--- src/rtl/hazard_pkg.sv ---
// Shared types and constants for the RV32I hazard controller.
// The top level and the scoreboard import them.
package hazard_pkg;

   typedef enum logic [1:0] {
      FWD_RF  = 2'b00,
      FWD_WB  = 2'b01,
      FWD_MEM = 2'b10
   } fwd_sel_e;

   localparam int unsigned ZERO_REG = 0;

endpackage

--- src/rtl/hazard_scoreboard.sv ---
// Pending-write scoreboard for multi-cycle ops that write back out of order.
// It tracks one pend bit per register and the number of ops in flight.
module hazard_scoreboard
   import hazard_pkg::*;
#(
   parameter int unsigned NREG     = 32,
   parameter int unsigned MAX_LONG = 4,
   localparam int unsigned RW      = $clog2(NREG),
   localparam int unsigned CW      = $clog2(MAX_LONG + 1)
) (
   input  logic          clk,
   input  logic          rst_n,
   input  logic [RW-1:0] rs1_d_i,
   input  logic [RW-1:0] rs2_d_i,
   input  logic [RW-1:0] rd_d_i,
   input  logic          reg_write_d_i,
   input  logic          long_op_e_i,
   input  logic          issue_i,
   input  logic [RW-1:0] issue_rd_i,
   input  logic          done_valid_i,
   input  logic [RW-1:0] done_rd_i,
   output logic          sb_hit_o,
   output logic          long_full_o
);

   logic [NREG-1:0] pend_q, pend_d;
   logic [CW-1:0]   outstanding_q, outstanding_d;
   logic            done_eff;
   logic            hit_rs1, hit_rs2, hit_rd;

   // A completion only counts if its register is actually outstanding.
   assign done_eff = done_valid_i & pend_q[done_rd_i];

   // The RF is write-first, so a same-cycle completion already satisfies the reader.
   assign hit_rs1 = pend_q[rs1_d_i] & ~(done_valid_i & (done_rd_i == rs1_d_i));
   assign hit_rs2 = pend_q[rs2_d_i] & ~(done_valid_i & (done_rd_i == rs2_d_i));
   assign hit_rd  = pend_q[rd_d_i]  & ~(done_valid_i & (done_rd_i == rd_d_i));

   assign sb_hit_o    = hit_rs1 | hit_rs2 | (reg_write_d_i & hit_rd);
   assign long_full_o = long_op_e_i & (outstanding_q == CW'(MAX_LONG)) & ~done_eff;

   always_comb begin
      pend_d = pend_q;
      if (done_eff) begin
         pend_d[done_rd_i] = 1'b0;
      end
      // Set is applied last so it wins over a clear of the same register.
      if (issue_i) begin
         pend_d[issue_rd_i] = 1'b1;
      end
      pend_d[ZERO_REG] = 1'b0;
      outstanding_d = outstanding_q + CW'(issue_i) - CW'(done_eff);
   end

   always_ff @(posedge clk or negedge rst_n) begin
      if (!rst_n) begin
         pend_q        <= '0;
         outstanding_q <= '0;
      end else begin
         pend_q        <= pend_d;
         outstanding_q <= outstanding_d;
      end
   end

endmodule

--- src/rtl/hazard_unit_sb.sv ---
// Pipeline hazard controller: EX forwarding, load-use bubbles, long-op scoreboard,
// branch flush and dcache freeze, plus a saturating stall-cycle counter.
module hazard_unit_sb
   import hazard_pkg::*;
#(
   parameter int unsigned NREG         = 32,
   parameter int unsigned LOAD_BUBBLES = 1,
   parameter int unsigned MAX_LONG     = 4,
   parameter int unsigned CNT_W        = 16,
   localparam int unsigned RW          = $clog2(NREG)
) (
   input  logic             clk,
   input  logic             rst_n,
   input  logic [RW-1:0]    Rs1D,
   input  logic [RW-1:0]    Rs2D,
   input  logic [RW-1:0]    RdD,
   input  logic             RegWriteD,
   input  logic [RW-1:0]    Rs1E,
   input  logic [RW-1:0]    Rs2E,
   input  logic [RW-1:0]    RdE,
   input  logic             RegWriteE,
   input  logic             ResultSrcE_b0,
   input  logic             LongOpE,
   input  logic             PCSrcE,
   input  logic [RW-1:0]    RdM,
   input  logic [RW-1:0]    RdW,
   input  logic             RegWriteM,
   input  logic             RegWriteW,
   input  logic             LongDoneValid,
   input  logic [RW-1:0]    LongDoneRd,
   input  logic             MemBusy,
   output logic             StallF,
   output logic             StallD,
   output logic             StallE,
   output logic             StallM,
   output logic             FlushD,
   output logic             FlushE,
   output logic             FlushM,
   output logic [1:0]       ForwardAE,
   output logic [1:0]       ForwardBE,
   output logic [CNT_W-1:0] StallCount
);

   logic [2:0]       bubble_q, bubble_d;
   logic [CNT_W-1:0] stall_cnt_q, stall_cnt_d;
   logic             sb_hit, long_full, ld_hit, branch, stall_req, issue;
   logic             stall_f, stall_d, stall_e, stall_m, flush_d, flush_e, flush_m;
   fwd_sel_e         fwd_a, fwd_b;

   function automatic fwd_sel_e fwd_mux(input logic [RW-1:0] rs, input logic [RW-1:0] rd_m,
                                        input logic [RW-1:0] rd_w, input logic we_m,
                                        input logic we_w);
      if (rs == RW'(ZERO_REG)) return FWD_RF;
      if ((we_m === 1'b1) && (rd_m != RW'(ZERO_REG)) && (rs == rd_m)) return FWD_MEM;
      if ((we_w === 1'b1) && (rd_w != RW'(ZERO_REG)) && (rs == rd_w)) return FWD_WB;
      return FWD_RF;
   endfunction

   assign fwd_a = fwd_mux(Rs1E, RdM, RdW, RegWriteM, RegWriteW);
   assign fwd_b = fwd_mux(Rs2E, RdM, RdW, RegWriteM, RegWriteW);

   assign ld_hit    = ResultSrcE_b0 & (RdE != RW'(ZERO_REG)) & ((Rs1D == RdE) | (Rs2D == RdE));
   assign branch    = (PCSrcE === 1'b1);
   assign stall_req = ld_hit | (bubble_q != 3'd0) | sb_hit;
   // StallE covers both the dcache freeze and a full long unit, so no issue happens then.
   assign issue     = LongOpE & RegWriteE & (RdE != RW'(ZERO_REG)) & ~stall_e;

   hazard_scoreboard #(
      .NREG    (NREG),
      .MAX_LONG(MAX_LONG)
   ) u_scoreboard (
      .clk          (clk),
      .rst_n        (rst_n),
      .rs1_d_i      (Rs1D),
      .rs2_d_i      (Rs2D),
      .rd_d_i       (RdD),
      .reg_write_d_i(RegWriteD),
      .long_op_e_i  (LongOpE),
      .issue_i      (issue),
      .issue_rd_i   (RdE),
      .done_valid_i (LongDoneValid),
      .done_rd_i    (LongDoneRd),
      .sb_hit_o     (sb_hit),
      .long_full_o  (long_full)
   );

   always_comb begin
      stall_f  = 1'b0;
      stall_d  = 1'b0;
      stall_e  = 1'b0;
      stall_m  = 1'b0;
      flush_d  = 1'b0;
      flush_e  = 1'b0;
      flush_m  = 1'b0;
      bubble_d = 3'd0;
      if (MemBusy) begin
         stall_f  = 1'b1;
         stall_d  = 1'b1;
         stall_e  = 1'b1;
         stall_m  = 1'b1;
         bubble_d = bubble_q;
      end else if (branch) begin
         flush_d = 1'b1;
         flush_e = 1'b1;
      end else begin
         if (ld_hit) begin
            bubble_d = 3'(LOAD_BUBBLES - 1);
         end else if (bubble_q != 3'd0) begin
            bubble_d = bubble_q - 3'd1;
         end
         if (long_full) begin
            // The held op stays in EX, so EX is frozen rather than flushed.
            stall_f = 1'b1;
            stall_d = 1'b1;
            stall_e = 1'b1;
            flush_m = 1'b1;
         end else if (stall_req) begin
            stall_f = 1'b1;
            stall_d = 1'b1;
            flush_e = 1'b1;
         end
      end
   end

   assign StallF    = rst_n & stall_f;
   assign StallD    = rst_n & stall_d;
   assign StallE    = rst_n & stall_e;
   assign StallM    = rst_n & stall_m;
   assign FlushD    = rst_n & flush_d;
   assign FlushE    = rst_n & flush_e;
   assign FlushM    = rst_n & flush_m;
   assign ForwardAE = rst_n ? fwd_a : FWD_RF;
   assign ForwardBE = rst_n ? fwd_b : FWD_RF;
   assign StallCount = stall_cnt_q;

   always_comb begin
      stall_cnt_d = stall_cnt_q;
      if (StallF && (stall_cnt_q != {CNT_W{1'b1}})) begin
         stall_cnt_d = stall_cnt_q + CNT_W'(1);
      end
   end

   always_ff @(posedge clk or negedge rst_n) begin
      if (!rst_n) begin
         bubble_q    <= 3'd0;
         stall_cnt_q <= '0;
      end else begin
         bubble_q    <= bubble_d;
         stall_cnt_q <= stall_cnt_d;
      end
   end

endmodule

--- config.mk ---
export PLATFORM = sky130hd
export DESIGN_NAME = hazard_unit_sb
export DESIGN_NICKNAME = d
export VERILOG_FILES = /design/src/rtl/hazard_pkg.sv /design/src/rtl/hazard_scoreboard.sv /design/src/rtl/hazard_unit_sb.sv
export SDC_FILE = /design/constraint.sdc
export NUM_CORES = 1
export LEC_CHECK = 0
export ABC_AREA = 0
export CORE_MARGIN = 1.5
export CORE_UTILIZATION = 49
export CTS_BUF_LIST = sky130_fd_sc_hd__clkbuf_4 sky130_fd_sc_hd__clkbuf_8
export CTS_CLUSTER_SIZE = 14
export DETAILED_ROUTE_END_ITERATION = 10
export PLACE_DENSITY_LB_ADDON = 0.08
export SLEW_MARGIN = 20
export SYNTH_ARGS = -nofsm -noshare
export SYNTH_HDL_FRONTEND = slang
export SYNTH_HIERARCHICAL = 1
export SYNTH_SLANG_ARGS = --single-unit
--- constraint.sdc ---
create_clock -name clk -period 3.5 [get_ports clk]
set_clock_uncertainty 0.2 [all_clocks]
set_input_delay 0.35 -clock clk [delete_from_list [all_inputs] [get_ports clk]]
set_output_delay 0.35 -clock clk [all_outputs]
set_load 0.02 [all_outputs]
; Yosys cells after proc, flatten, opt, wreduce, memory -nomap -nowiden
; Cells that the tools add are included.
[op_classes]
n_addsub = 4
order_cmp = 7
n_eq_ne = 14
muxes = 57
bitwise_logic = 34
reduce_logical = 15
[ops]
columns = operator, count
row1 = $mux 32, 2
row2 = $eq 5x5->1, 9
row3 = $and 32x32->32, 1
row4 = $mux 1, 32
row5 = $not 32->32, 1
row6 = $or 32x32->32, 1
row7 = $lt 5x6->1 const B, 5
row8 = $mux 2, 14
row9 = $and 1x1->1, 21
row10 = $bmux 1 s5, 4
row11 = $add 16x1->16 const B, 1
row12 = $ne 16x16->1 const B, 1
row13 = $reduce_bool 5->1, 3
row14 = $demux 1 s5, 2
row15 = $ge 5x1->1 const B, 2
row16 = $logic_not 5->1, 2
row17 = $logic_and 1x1->1, 9
row18 = $mux 3, 3
row19 = $not 1->1, 5
row20 = $or 1x1->1, 5
row21 = $add 3x1->3, 1
row22 = $eq 3x3->1 const B, 1
row23 = $eqx 1x1->1 const B, 3
row24 = $reduce_bool 3->1, 1
row25 = 2 further kinds, 2
[word_totals]
register_bits = 53
inputBits = 56
out_inout_bits = 27
wordCells = 135

; Longest topological paths before layout
[depth]
depth_word = 13
mapped_depth = 16
mapped_depth_nobuf = 12

; Cells and area by module
; Netlist, hierarchy kept.
[modules_own_cells]
columns = module, instances, cells_per_inst, area_each_um2, seq_area_each_um2
row1 = hazard_scoreboard, 1, 273, 2975.4, 850.8
row2 = hazard_unit_sb, 1, 168, 1458.9, 475.5

; Least setup slack after synthesis
; No wires, ideal clock.
[synth_path]
kind = input to register
startpoint = input LongDoneRd[0]
endpoint = register stall_cnt_q[9] (netlist: StallCount[9])
setup_time_ps = 130
arrival_time_ps = 3288
required_ps = 3170
path_slack_ps = -118
cell_stages = 14
path_buffers = 2
cell_sequence = buf_6 -> mux4_2 -> a22o_1 -> a221oi_4 -> a31oi_4 -> buf_6 -> nor4_4 -> nor2b_1 -> o21ai_0 -> inv_1 -> nand2b_1 -> o31a_1 -> or4_4 -> xnor2_2
[synth_via]
word_cells_on_any_way = 27
classes_between = eq/ne: 3 / mux: 6 / bitwise: 17 / reduce/logical: 1
[synth_rtl]
columns = element, line
row1 = start: declaration, hazard_unit_sb.sv:30  ; input logic [RW-1:0] LongDoneRd,
row2 = $bmux 1 s5, hazard_scoreboard.sv:32  ; assign done_eff = done_valid_i & pend_q[done_rd_i];
row3 = $mux 1 (implied by the code), hazard_scoreboard.sv:32
row4 = $and 1x1->1, hazard_scoreboard.sv:32
row5 = $not 1->1, hazard_scoreboard.sv:40  ; assign long_full_o = long_op_e_i & (outstanding_q == CW'(MAX_LONG)) & ~done_eff;
row6 = $and 1x1->1, hazard_scoreboard.sv:40
row7 = net long_full, hazard_unit_sb.sv:46  ; logic sb_hit, long_full, ld_hit, branch, stall_req, issue;
row8 = $mux 1, hazard_unit_sb.sv:111  ; if (long_full) begin
row9 = $mux 1, hazard_unit_sb.sv:102  ; end else if (branch) begin
row10 = $mux 1, hazard_unit_sb.sv:96  ; if (MemBusy) begin
row11 = $and 1x1->1, hazard_unit_sb.sv:125  ; assign StallF = rst_n & stall_f;
row12 = $logic_and 1x1->1, hazard_unit_sb.sv:138  ; if (StallF && (stall_cnt_q != {CNT_W{1'b1}})) begin
row13 = end signal: assignment, hazard_unit_sb.sv:149  ; stall_cnt_q <= stall_cnt_d;
row14 = end: declaration, hazard_unit_sb.sv:45  ; logic [CNT_W-1:0] stall_cnt_q, stall_cnt_d;
; The timed path passes the listed nets, and every way through them passes these cells. The select of a mux whose other input is x is not followed.
; A chain may end at the register's enable or synchronous reset.

; Final worst setup path
[layout_path]
startpoint = input Rs2D[0]
endpoint = output FlushE
[layout_via]
elab_chain_len = 12
word_cells_on_any_way = 18
classes_between = eq/ne: 2 / mux: 6 / bitwise: 10
[layout_lines]
columns = element, line
row1 = start: declaration, hazard_unit_sb.sv:15  ; input logic [RW-1:0] Rs2D,
row2 = "parallel branches: the longest is 3 deep, another holds $bmux 1 s5", n/a
row3 = $and 1x1->1 *, hazard_scoreboard.sv:36  ; assign hit_rs2 = pend_q[rs2_d_i] & ~(done_valid_i & (done_rd_i == rs2_d_i));
row4 = $or 1x1->1 * (2 in series), hazard_scoreboard.sv:39  ; assign sb_hit_o = hit_rs1 | hit_rs2 | (reg_write_d_i & hit_rd);
row5 = net sb_hit, hazard_unit_sb.sv:46
row6 = $or 1x1->1 *, hazard_unit_sb.sv:64  ; assign stall_req = ld_hit | (bubble_q != 3'd0) | sb_hit;
row7 = $mux 1 *, hazard_unit_sb.sv:117  ; end else if (stall_req) begin
row8 = $mux 1 *, hazard_unit_sb.sv:111
row9 = $mux 1 *, hazard_unit_sb.sv:102
row10 = $mux 1 *, hazard_unit_sb.sv:96
row11 = $and 1x1->1 *, hazard_unit_sb.sv:130  ; assign FlushE = rst_n & flush_e;
row12 = end: declaration, hazard_unit_sb.sv:37  ; output logic FlushE,
; Mark *: on every way through the listed nets, which the timed path passes. The select of a mux whose other input is x is not followed.

==> flow_metrics.env <==
export IMPL_finalCritPeriodShare=0.9741
export IMPL_wl_per_cell_um=20.75
export IMPL_dpl_cell_area_um2=5786
export IMPL_die_height_um=98.13
export IMPL_clock_latency_ps=310
export IMPL_dieArea_um2=9630
export IMPL_fp_row_count=34
export IMPL_clkSinkCount=53
export IMPL_synth_commonest_cells="dfrtp_1, nand3_1, xnor2_1"
export IMPL_vias=4366
export IMPL_startpoint_type="input port"
export IMPL_intPower_uw=1524
export IMPL_swShare=0.3595
export IMPL_crit_fanout=5
export IMPL_synth_avg_cell_area_um2=10.05
export IMPL_min_period_ps=3409
export IMPL_fmax_ghz=0.2933
export IMPL_synth_cell_type_count=56
export IMPL_synth_edff_count=0
export IMPL_place_hpwl_um=10900
export IMPL_firstDrtPassIters=5
export IMPL_hold_viol=0
export IMPL_ys_ff_latch=53
export IMPL_r2r_end="u_scoreboard/outstanding_q[2]$_DFF_PN0_"
export IMPL_start_util=0.5060
export IMPL_finalSetupTns_ps=0
export IMPL_hp_class="in -> async"
export IMPL_area_delta_synth_final_pct=37.19
export IMPL_crit_start="Rs2D[0]"
export IMPL_synthDominantCellAreaShare=0.2991
export IMPL_fin_nets=641
export IMPL_r2r_start="u_scoreboard/pend_q[19]$_DFF_PN0_"
export IMPL_reg2regPathDepth=13
export IMPL_drv_slew=0
export IMPL_cts_tree="yes"
export IMPL_synth_area_leader_cell="dfrtp_1"
export IMPL_synth_flop_cell="dfrtp_1"
export IMPL_holdWs_ps=117.3
export IMPL_clockBufferDepth=2
export IMPL_path_class="in -> out"
export IMPL_grt_overflow=0
export IMPL_grt_pass1_vias=4408
export IMPL_p_clk_frac=0.190
export IMPL_power_frac_comb=0.427
export IMPL_crit_path_end_kind="output pin"
export IMPL_leakage_uw=0.002490
export IMPL_power_net_switching_uw=855.4
export IMPL_synth_seq_area_share=0.2991
export IMPL_pwr_share_seq=0.383
export IMPL_drt_iter0_drc=297
export IMPL_drtAntennaViolNets=0
export IMPL_r2r_setup_slack_ps=90
export IMPL_final_cell_area_um2=6083
export IMPL_via_per_inst=6.328
export IMPL_h_tree_depth=2
export IMPL_syn_area_um2=4434
export IMPL_worst_pin_slew_ps=770.5
export IMPL_diodes=0
export IMPL_drt_wl_total_um=14320
export IMPL_cap_violations=0
export IMPL_arrival_ps=2860
export IMPL_rsz0062_at_grt="true"
export IMPL_cts_root_buf="clkbuf_8"
export IMPL_die_x_um=98.13
export IMPL_grt_max_degree=45
export IMPL_grt_pass1_wl_um=22520
export IMPL_async_flop_share=1.000
export IMPL_netlist_top_cells_area="dfrtp_1, mux4_2, xnor2_1"
export IMPL_antenna_found_initial=0
export IMPL_nFillCells=680
export IMPL_cts_buffers=5
export IMPL_synth_most_common_cell="dfrtp_1"
export IMPL_path_clk_slew_ps=100
export IMPL_outcome="complete, no violations"
export IMPL_synthCells=441
export IMPL_setup_viol=0
export IMPL_crit_required_ps=2950
export IMPL_fp_coreArea_um2=8763
export IMPL_ios=83
export IMPL_irDropWorstVdd_v=0.0002084
export IMPL_place_port_buffers=82
export IMPL_fin_util=0.6942
export IMPL_drive_above_1_share=0.2680
export IMPL_grt_util_all_layers=0.2961
export IMPL_drcViolationCount=0
export IMPL_place_congestion=0.9520
export IMPL_powerDensity_nw_per_um2=391.1
export IMPL_relSlewSlack=0.4853
export IMPL_p_total_uw=2379
export IMPL_syn_nets=501
export IMPL_synth_yosys_warnings=6
==> layer usage <==
layer | GRT usage | wire length [um] | share of wire | vias up
li1 | - | - | - | 1945
met1 | 0.3703 | 5633 | 0.39 | 2129
met2 | 0.5103 | 7127 | 0.50 | 245
met4 | 0.1257 | 493 | 0.034 | 0
met5 | 0 | 0 | 0 | -
met3 | 0.04653 | 1060 | 0.074 | 47
==> kinds of logic after synthesis <==
logic type,after synthesis,share of synthesized area
buf+inv,38,0.04458
fa+ha+maj,4,0.01298
flops,53,0.2991
compound gates,78,0.1479
xor+xnor,61,0.1222
mux,42,0.1693
simple gates,165,0.2040
==> cells in the final DEF (no fill, tap or decap), types with 6 or more instances in the layout <==
| cell type | count |
|---|---|
| and3b_1 | 6 |
| nand3_1 | 42 |
| dfrtp_1 | 48 |
| a21oi_1 | 15 |
| clkbuf_8 | 6 |
| buf_4 | 70 |
| nor4_1 | 7 |
| nor3b_1 | 6 |
| nand2_1 | 30 |
| clkdlybuf4s50_1 | 72 |
| nor3_1 | 9 |
| a41oi_2 | 7 |
| xnor2_1 | 34 |
| mux4_2 | 26 |
| nor2_1 | 25 |
| o21ai_0 | 6 |
| xor2_1 | 25 |
| nand4_1 | 6 |
| a22o_1 | 26 |
| mux2i_1 | 12 |
| inv_1 | 9 |
==> cell type report <==
type | instances | area (um2) | share of cell area
clock inverter | 1 | 30.03 | 0.004936
multi-input combinational | 350 | 2994 | 0.4922
inverter | 10 | 37.54 | 0.006170
tap | 108 | 135.1 | 0.02221
sequential | 53 | 1333 | 0.2190
clock buffer | 7 | 90.09 | 0.01481
timing repair buffer | 161 | 1464 | 0.2406
==> power groups by stage <==
| stage | clock network [uW] | logic, uW | registers, uW |
|---|---|---|---|
| final | 453 | 1020 | 911 |
| after global routing | 484 | 1090 | 925 |
| after CTS | 457 | 976 | 902 |
| after detailed placement | 0 | 957 | 914 |
| after global placement | 0 | 926 | 909 |
| after floorplan | 0 | 495 | 924 |
==> what timing repair did <==
action	4_1_cts	5_1_grt
hold buffers	1	0
gates resized for setup	35	20
buffers inserted	1	6
endpoints found under the setup margin	11	38
endpoints found under the hold margin	9	0
pin swaps	6	8
==> state kept, by name, indices dropped and copies added (netlist names) <==
register	cells
StallCount	16
bubble_q	3
u_scoreboard/outstanding_q	3
u_scoreboard/pend_q	31
==> metrics by stage <==
step	setup slack (ps)	std cells
floorplan	60.92	441
global placement	-491.7	674
detailed placement	-503.7	674
CTS	0.9506	684
global route	-51.20	690
finish	90.80	690
==> how the worst max path moves through the flow <==
| stage | end | slack [ps] | cells past startpoint |
|---|---|---|---|
| floorplan | u_scoreboard/pend_q[14]$_DFF_PN0_ | 60 | 14 |
| global placement | FlushE | -490 | 13 |
| detailed placement | StallD | -500 | 11 |
| CTS | StallCount[9]$_DFFE_PN0P_ | 1 | 15 |
| global route | FlushE | -50 | 13 |
| finish | FlushE | 90 | 13 |
==> worst max-delay path, cell delays in order <==
cell and delay (ps):
clkdlybuf4s50_1 480, buf_6 140, mux4_2 520, o32ai_2 240, nor3_1 90, o311ai_0 100, nand4_1 140, nor2_1 120
nand2_1 70, a21oi_2 180, o21bai_1 110, and3b_1 180, buf_6 130
Power figures use the tool's default switching activity.
